`src/rtl/queue_read_scheduler.sv`:
```
// ----------------------------------------------------------------------------
// queue_read_scheduler
//
// Read-side controller for the four-queue symbol buffer. It runs the slot
// phase counter shared with the datapath. In each slot it chooses at most one
// non-empty queue to dequeue and strobes it during the last phase. It also
// reports the dequeued head symbol and keeps per-queue transmit statistics.
//
// Handshake: o_tx_valid is a pure strobe with no back-pressure. When it is
// high, o_tx_data carries the dequeued {queue id, symbol} for that cycle only,
// and o_reading is the matching one-hot dequeue request to the datapath.
//
// Ports
//   i_clk, i_rst_n        clock (rising edge), async active-low reset
//   i_en                  slot enable, sampled only while phase == 0
//   i_mode                0 round robin, 1 strict priority, 2 longest first,
//                         3 hold (no reads)
//   i_read_div            minimum completed slots between grants
//   i_count1..4           queue occupancy from the datapath
//   i_head1..4            head symbol of each queue
//   o_count               slot phase (0..NUM_PHASES-1) to the datapath
//   o_reading             one-hot dequeue strobe, bit0 = q1 .. bit3 = q4
//   o_tx_valid, o_tx_data dequeued symbol strobe and {id[1:0], symbol[1:0]}
//   o_sent1..4            grants issued per queue (wrapping)
//   o_idle_slots          eligible slots that found every queue empty
// ----------------------------------------------------------------------------
module queue_read_scheduler #(
    parameter int NUM_PHASES = 5,
    parameter int CNT_W      = 16
) (
    input  logic             i_clk,
    input  logic             i_rst_n,
    input  logic             i_en,
    input  logic [1:0]       i_mode,
    input  logic [3:0]       i_read_div,
    input  logic [2:0]       i_count1,
    input  logic [2:0]       i_count2,
    input  logic [2:0]       i_count3,
    input  logic [2:0]       i_count4,
    input  logic [1:0]       i_head1,
    input  logic [1:0]       i_head2,
    input  logic [1:0]       i_head3,
    input  logic [1:0]       i_head4,
    output logic [2:0]       o_count,
    output logic [3:0]       o_reading,
    output logic             o_tx_valid,
    output logic [3:0]       o_tx_data,
    output logic [CNT_W-1:0] o_sent1,
    output logic [CNT_W-1:0] o_sent2,
    output logic [CNT_W-1:0] o_sent3,
    output logic [CNT_W-1:0] o_sent4,
    output logic [CNT_W-1:0] o_idle_slots
);

    localparam logic [2:0] LAST_PHASE = 3'(NUM_PHASES - 1);
    // The decision is taken on the edge that enters the last phase.
    localparam logic [2:0] DEC_PHASE  = 3'(NUM_PHASES - 2);

    localparam logic [1:0] MODE_RR   = 2'd0;
    localparam logic [1:0] MODE_PRIO = 2'd1;
    localparam logic [1:0] MODE_LQF  = 2'd2;
    localparam logic [1:0] MODE_HOLD = 2'd3;

    logic [2:0]       r_count;
    logic [3:0]       r_reading;
    logic             r_tx_valid;
    logic [3:0]       r_tx_data;
    logic [CNT_W-1:0] r_sent [4];
    logic [CNT_W-1:0] r_idle_slots;
    logic [1:0]       r_rr_ptr;
    logic [3:0]       r_div_cnt;

    logic [2:0]       w_occ  [4];
    logic [1:0]       w_head [4];
    logic [2:0]       w_count_nxt;
    logic             w_found;
    logic [1:0]       w_win;
    logic [2:0]       w_best;
    logic [1:0]       w_idx;
    logic             w_eligible;
    logic             w_grant;

    assign w_occ[0]  = i_count1;
    assign w_occ[1]  = i_count2;
    assign w_occ[2]  = i_count3;
    assign w_occ[3]  = i_count4;
    assign w_head[0] = i_head1;
    assign w_head[1] = i_head2;
    assign w_head[2] = i_head3;
    assign w_head[3] = i_head4;

    // Phase counter: a slot may only start from phase 0 with i_en high, and
    // a started slot always runs to completion.
    always_comb begin
        w_count_nxt = r_count;
        if (r_count == LAST_PHASE) begin
            w_count_nxt = 3'd0;
        end else if (r_count != 3'd0 || i_en) begin
            w_count_nxt = r_count + 3'd1;
        end
    end

    // Winner selection. Round robin and longest-first both walk the queues
    // starting after r_rr_ptr. Longest-first only replaces the current pick
    // on a strictly larger occupancy, so ties go to the earliest in RR order.
    always_comb begin
        w_found = 1'b0;
        w_win   = 2'd0;
        w_best  = 3'd0;
        w_idx   = 2'd0;
        if (i_mode == MODE_PRIO) begin
            for (int k = 3; k >= 0; k--) begin
                if (w_occ[k] != 3'd0) begin
                    w_found = 1'b1;
                    w_win   = 2'(k);
                end
            end
        end else begin
            for (int k = 1; k <= 4; k++) begin
                w_idx = r_rr_ptr + 2'(k);
                if (w_occ[w_idx] != 3'd0 &&
                    (!w_found || (i_mode == MODE_LQF && w_occ[w_idx] > w_best))) begin
                    w_found = 1'b1;
                    w_win   = w_idx;
                    w_best  = w_occ[w_idx];
                end
            end
        end
    end

    assign w_eligible = (i_mode != MODE_HOLD) && (r_div_cnt >= i_read_div);
    assign w_grant    = w_eligible && w_found;

    always_ff @(posedge i_clk or negedge i_rst_n) begin
        if (!i_rst_n) begin
            r_count      <= 3'd0;
            r_reading    <= 4'd0;
            r_tx_valid   <= 1'b0;
            r_tx_data    <= 4'd0;
            for (int q = 0; q < 4; q++) r_sent[q] <= '0;
            r_idle_slots <= '0;
            r_rr_ptr     <= 2'd3;
            r_div_cnt    <= 4'd0;
        end else begin
            r_count <= w_count_nxt;
            if (r_count == DEC_PHASE) begin
                if (w_grant) begin
                    r_reading     <= 4'b0001 << w_win;
                    r_tx_valid    <= 1'b1;
                    r_tx_data     <= {w_win, w_head[w_win]};
                    r_sent[w_win] <= r_sent[w_win] + 1'b1;
                    r_rr_ptr      <= w_win;
                    r_div_cnt     <= 4'd0;
                end else begin
                    r_reading  <= 4'd0;
                    r_tx_valid <= 1'b0;
                    if (w_eligible) r_idle_slots <= r_idle_slots + 1'b1;
                end
            end else if (r_count == LAST_PHASE) begin
                r_reading  <= 4'd0;
                r_tx_valid <= 1'b0;
                // A granting slot already cleared the pacing count.
                if (!r_tx_valid && r_div_cnt != 4'd15) r_div_cnt <= r_div_cnt + 4'd1;
            end
        end
    end

    assign o_count      = r_count;
    assign o_reading    = r_reading;
    assign o_tx_valid   = r_tx_valid;
    assign o_tx_data    = r_tx_data;
    assign o_sent1      = r_sent[0];
    assign o_sent2      = r_sent[1];
    assign o_sent3      = r_sent[2];
    assign o_sent4      = r_sent[3];
    assign o_idle_slots = r_idle_slots;

endmodule

```
`config.mk`:
```
export PLATFORM = sky130hd
export DESIGN_NAME = queue_read_scheduler
export DESIGN_NICKNAME = d
export VERILOG_FILES = /design/src/rtl/queue_read_scheduler.sv
export SDC_FILE = /design/constraint.sdc
export NUM_CORES = 1
export LEC_CHECK = 0
export CORE_ASPECT_RATIO = 1.5
export CORE_MARGIN = 2
export CORE_UTILIZATION = 35
export CTS_CLUSTER_DIAMETER = 150
export DETAILED_ROUTE_END_ITERATION = 12
export SLEW_MARGIN = 10
export SYNTH_ARGS = -nofsm -noshare
export SYNTH_HDL_FRONTEND = slang
export SYNTH_SLANG_ARGS = --single-unit
```
`constraint.sdc`:
```
create_clock -name i_clk -period 8.74 [get_ports i_clk]
set_clock_uncertainty 0.2 [all_clocks]
set_input_delay 2.185 -clock i_clk [delete_from_list [all_inputs] [get_ports i_clk]]
set_output_delay 2.185 -clock i_clk [all_outputs]
set_load 0.02 [all_outputs]
```
==> metrics.md <==
| Metric | Value |
|---|---|
| Number of H-tree levels | 3 |
| Total power | about 3.5 mW |
| Worst hold path type | reg2reg |
| Syn. warnings | 0 |
| Final hold violations | 0 |
| Largest net degree at the start of global routing | between 80 and 90 |
| CTS Buf Count | 9 |
| CTS Sinks | 98 |
| Clk buf depth | 2 |
| Mapped Nets | 600 |
| Routability cong. | between 0.8 and 0.9 |
| Routed Antenna Nets | 0 |
| Power Dens Cells | 440.8 nW/um^2 |
| Post-synthesis sequential area ratio | 0.4358 |
| Slowest CP cell | mux4_2 |
| Max Slew Vio Count | 0 |
| Max-Cap Viols | 0 |
| Most frequent cells in the layout | 114 x clkdlybuf4s50_1, 96 x dfrtp_1, 73 x buf_4, 65 x nand2_1, 52 x nor2_1 |
| FF-to-FF path depth | 34 |
| Commonest non-fill, non-tap cell in the layout | clkdlybuf4s50_1 |
| Drt initial violations | between 150 and 200 |
| Number of detailed-route iterations in the first pass | 4 |
| Synth unique cells | approximately 50 |
| Post-Syn Area | approximately 5600 sq um |
| # rows | 56 |
| Placed cell area | between 7000 and 8000 sq um |
| Total congestion overflow | 0 |
| Outcome | completed |
| Final Cycle Share | 0.9648 |
| Clk Latency, worst-skew pair | 0.34 ns |
| Final nets | just under 800 |
| Total GRT Usage | 0.1840 |
| CTS tree | built |
| Reg area | around 2500 sq um |
| Share of layout cells above drive strength 1 | 0.2246 |
| Synth area leader | dfrtp_1 |
| CTS clk-pin slew, worst paths | roughly 0.07 ns |
| CP Launch Type | input port |
| Synth area leaders | dfrtp_1 43%, mux4_2 6.4%, mux2i_1 5.2%, nand2_1 4.3%, ha_1 4.2% |
| Die Span X | between 100 and 150 microns |
| Final Cell Area | about 8000 sq um |
| Hold depth | 1 |
| Vias | 4838 |
| DRC violations left | 0 |
| # fillers | 1483 |
| Max Clk Rate | around 120 MHz |
| HPWL after DPL | 11770 microns |
| Leak | 3.543 nW |
| Mapped Cells | between 500 and 600 |
| Port bufs | between 100 and 150 |
| Peak supply drop | ~220 uV |
| Vias per cell | 5.136 |
| I/O Pins | 121 |
| Antenna violations before repair | 0 |
| Routed wire per std cell | roughly 17 microns |
| Max incr delay on CP | 0.50 ns |
| FF+latch count, synth | a little under 100 |
| Cts-stage hold buffer count | 0 |
| Ant diodes | 0 |
| Worst setup EP type | register |
| Vias in the first global route | 4991 |
| Die Ht | ~160 microns |
| Root buffer cell | clkbuf_16 |
| Syn_area_per_cell | ~10 sq um |
| Worst Path Required | ~9 ns |
| Final setup viols | 0 |
| CP max FO | 7 |
| Slew headroom | 0.3214 |
| First-pass GRT wire length | 25190 microns |
| Tmin final | ~8.4 ns |
| Routed WL | between 15000 and 20000 microns |
| Worst Path Arrival | about 8.5 ns |
| Least-Margin Pin Slew | 1.018 ns |
| Core ar. | 15700 sq um |
| Crit path kind | in2reg |
| Area of the multi-input gates | ~3100 sq um |
| Starting Density | 0.3589 |
| Area share of the largest cell type after synthesis | 0.4265 |
| Area Growth Syn to Fin | 42.38% |
| Die area | ~17000 sq um |
sequential cells by signal, summed over array words and instances (netlist names):
signal	count
o_count	3
o_tx_valid	1
o_tx_data	4
r_div_cnt	4
r_rr_ptr	2
o_sent4	16
o_idle_slots	16
o_reading	4
o_sent1	16
o_sent3	16
o_sent2	16
routing by layer:
metal,global-route usage,wire length [microns],vias to the layer above
met4,0.06469,420,0
li1,-,-,2328
met5,0,0,-
met3,0.03479,725,28
met1,0.2104,6269,2369
met2,0.3356,8437,113
logic make-up after synthesis:
logic type | share of synthesized area
mux | 0.1575
simple gates | 0.1593
xor+xnor | 0.04820
flops | 0.4358
compound gates | 0.1242
buf+inv | 0.03287
fa+ha+maj | 0.04220
cell usage after synthesis (all sizes together):
library cell and number:
xnor2 19, o21ai 40, nor3b 2, nor2 58
nor4bb 1, a211o 1, and3 3, inv 16
mux2i 29, buf 9, nor2b 8, nand2 65
and4 1, ha 19, nor4 3, o211ai 3
nand3b 2, o21a 5, nand2b 6, mux2 21
a32o 2, nor3 12, nand4 7, xor2 12
a41oi 1, o311ai 1, or4 2, o221ai 2
a31oi 4, a21o 5, clkbuf 14, dfrtp 96
a311o 1, dfstp 2, nand3 6, or3 6
a211oi 4, mux4 16, a21oi 48
power breakdown:
group	internal [mW]	switching [mW]	total (mW)
clock network	0.250	0.174	0.425
logic	1.17	1.16	2.33
registers	0.611	0.174	0.785
through the flow:
stage | TNS, ns | utilization | hold WS [ns] | std cells | setup WS, ns
floorplan | 0 | - | 0.3299 | 552 | 0.003115
global placement | -2.574 | 0.4783 | 0.2636 | 919 | -0.1056
detailed placement | -5.299 | 0.4783 | 0.2656 | 919 | -0.2042
CTS | 0 | 0.4985 | 0.2796 | 934 | 0.09931
global route | -1.049 | 0.5110 | 0.3034 | 942 | -0.07854
finish | 0 | 0.5110 | 0.2753 | 942 | 0.3073
final timing paths:
| path | startpoint | endpoint | slack, ns |
|---|---|---|---|
| max | i_count3[0] | o_sent4[8]$_DFFE_PN0P_ | 0.31 |
| min | o_idle_slots[15]$_DFFE_PN0P_ | o_idle_slots[15]$_DFFE_PN0P_ | 0.28 |
| max reg2reg | r_rr_ptr[1]$_DFFE_PN1P_ | o_sent4[8]$_DFFE_PN0P_ | 1.72 |
| min reg2reg | o_idle_slots[15]$_DFFE_PN0P_ | o_idle_slots[15]$_DFFE_PN0P_ | 0.28 |
| max in group asynchronous | i_rst_n | r_div_cnt[0]$_DFFE_PN0P_ | 5.54 |
| min in group asynchronous | i_rst_n | o_sent4[9]$_DFFE_PN0P_ | 1.51 |
critical path, delay by kind of cell:
family	cells	cell delay (ns)
compound gates	11	2.14
xor+xnor	1	0.15
fa+ha+maj	4	0.90
buf+inv	7	1.24
mux	2	0.62
simple gates	10	1.25
area by class of cell:
class | instances | share of cell area
timing repair buffer | 195 | 0.2265
sequential | 98 | 0.3061
tap | 203 | 0.03167
inverter | 16 | 0.007488
clock buffer | 9 | 0.02808
clock inverter | 6 | 0.01139
multi-input combinational | 415 | 0.3888
what timing repair did:
action / CTS / global route
buffers inserted: 0 / 7
setup endpoints to repair: 0 / 49
gates resized for setup: 0 / 30
(Power assumes the default switching activity.)
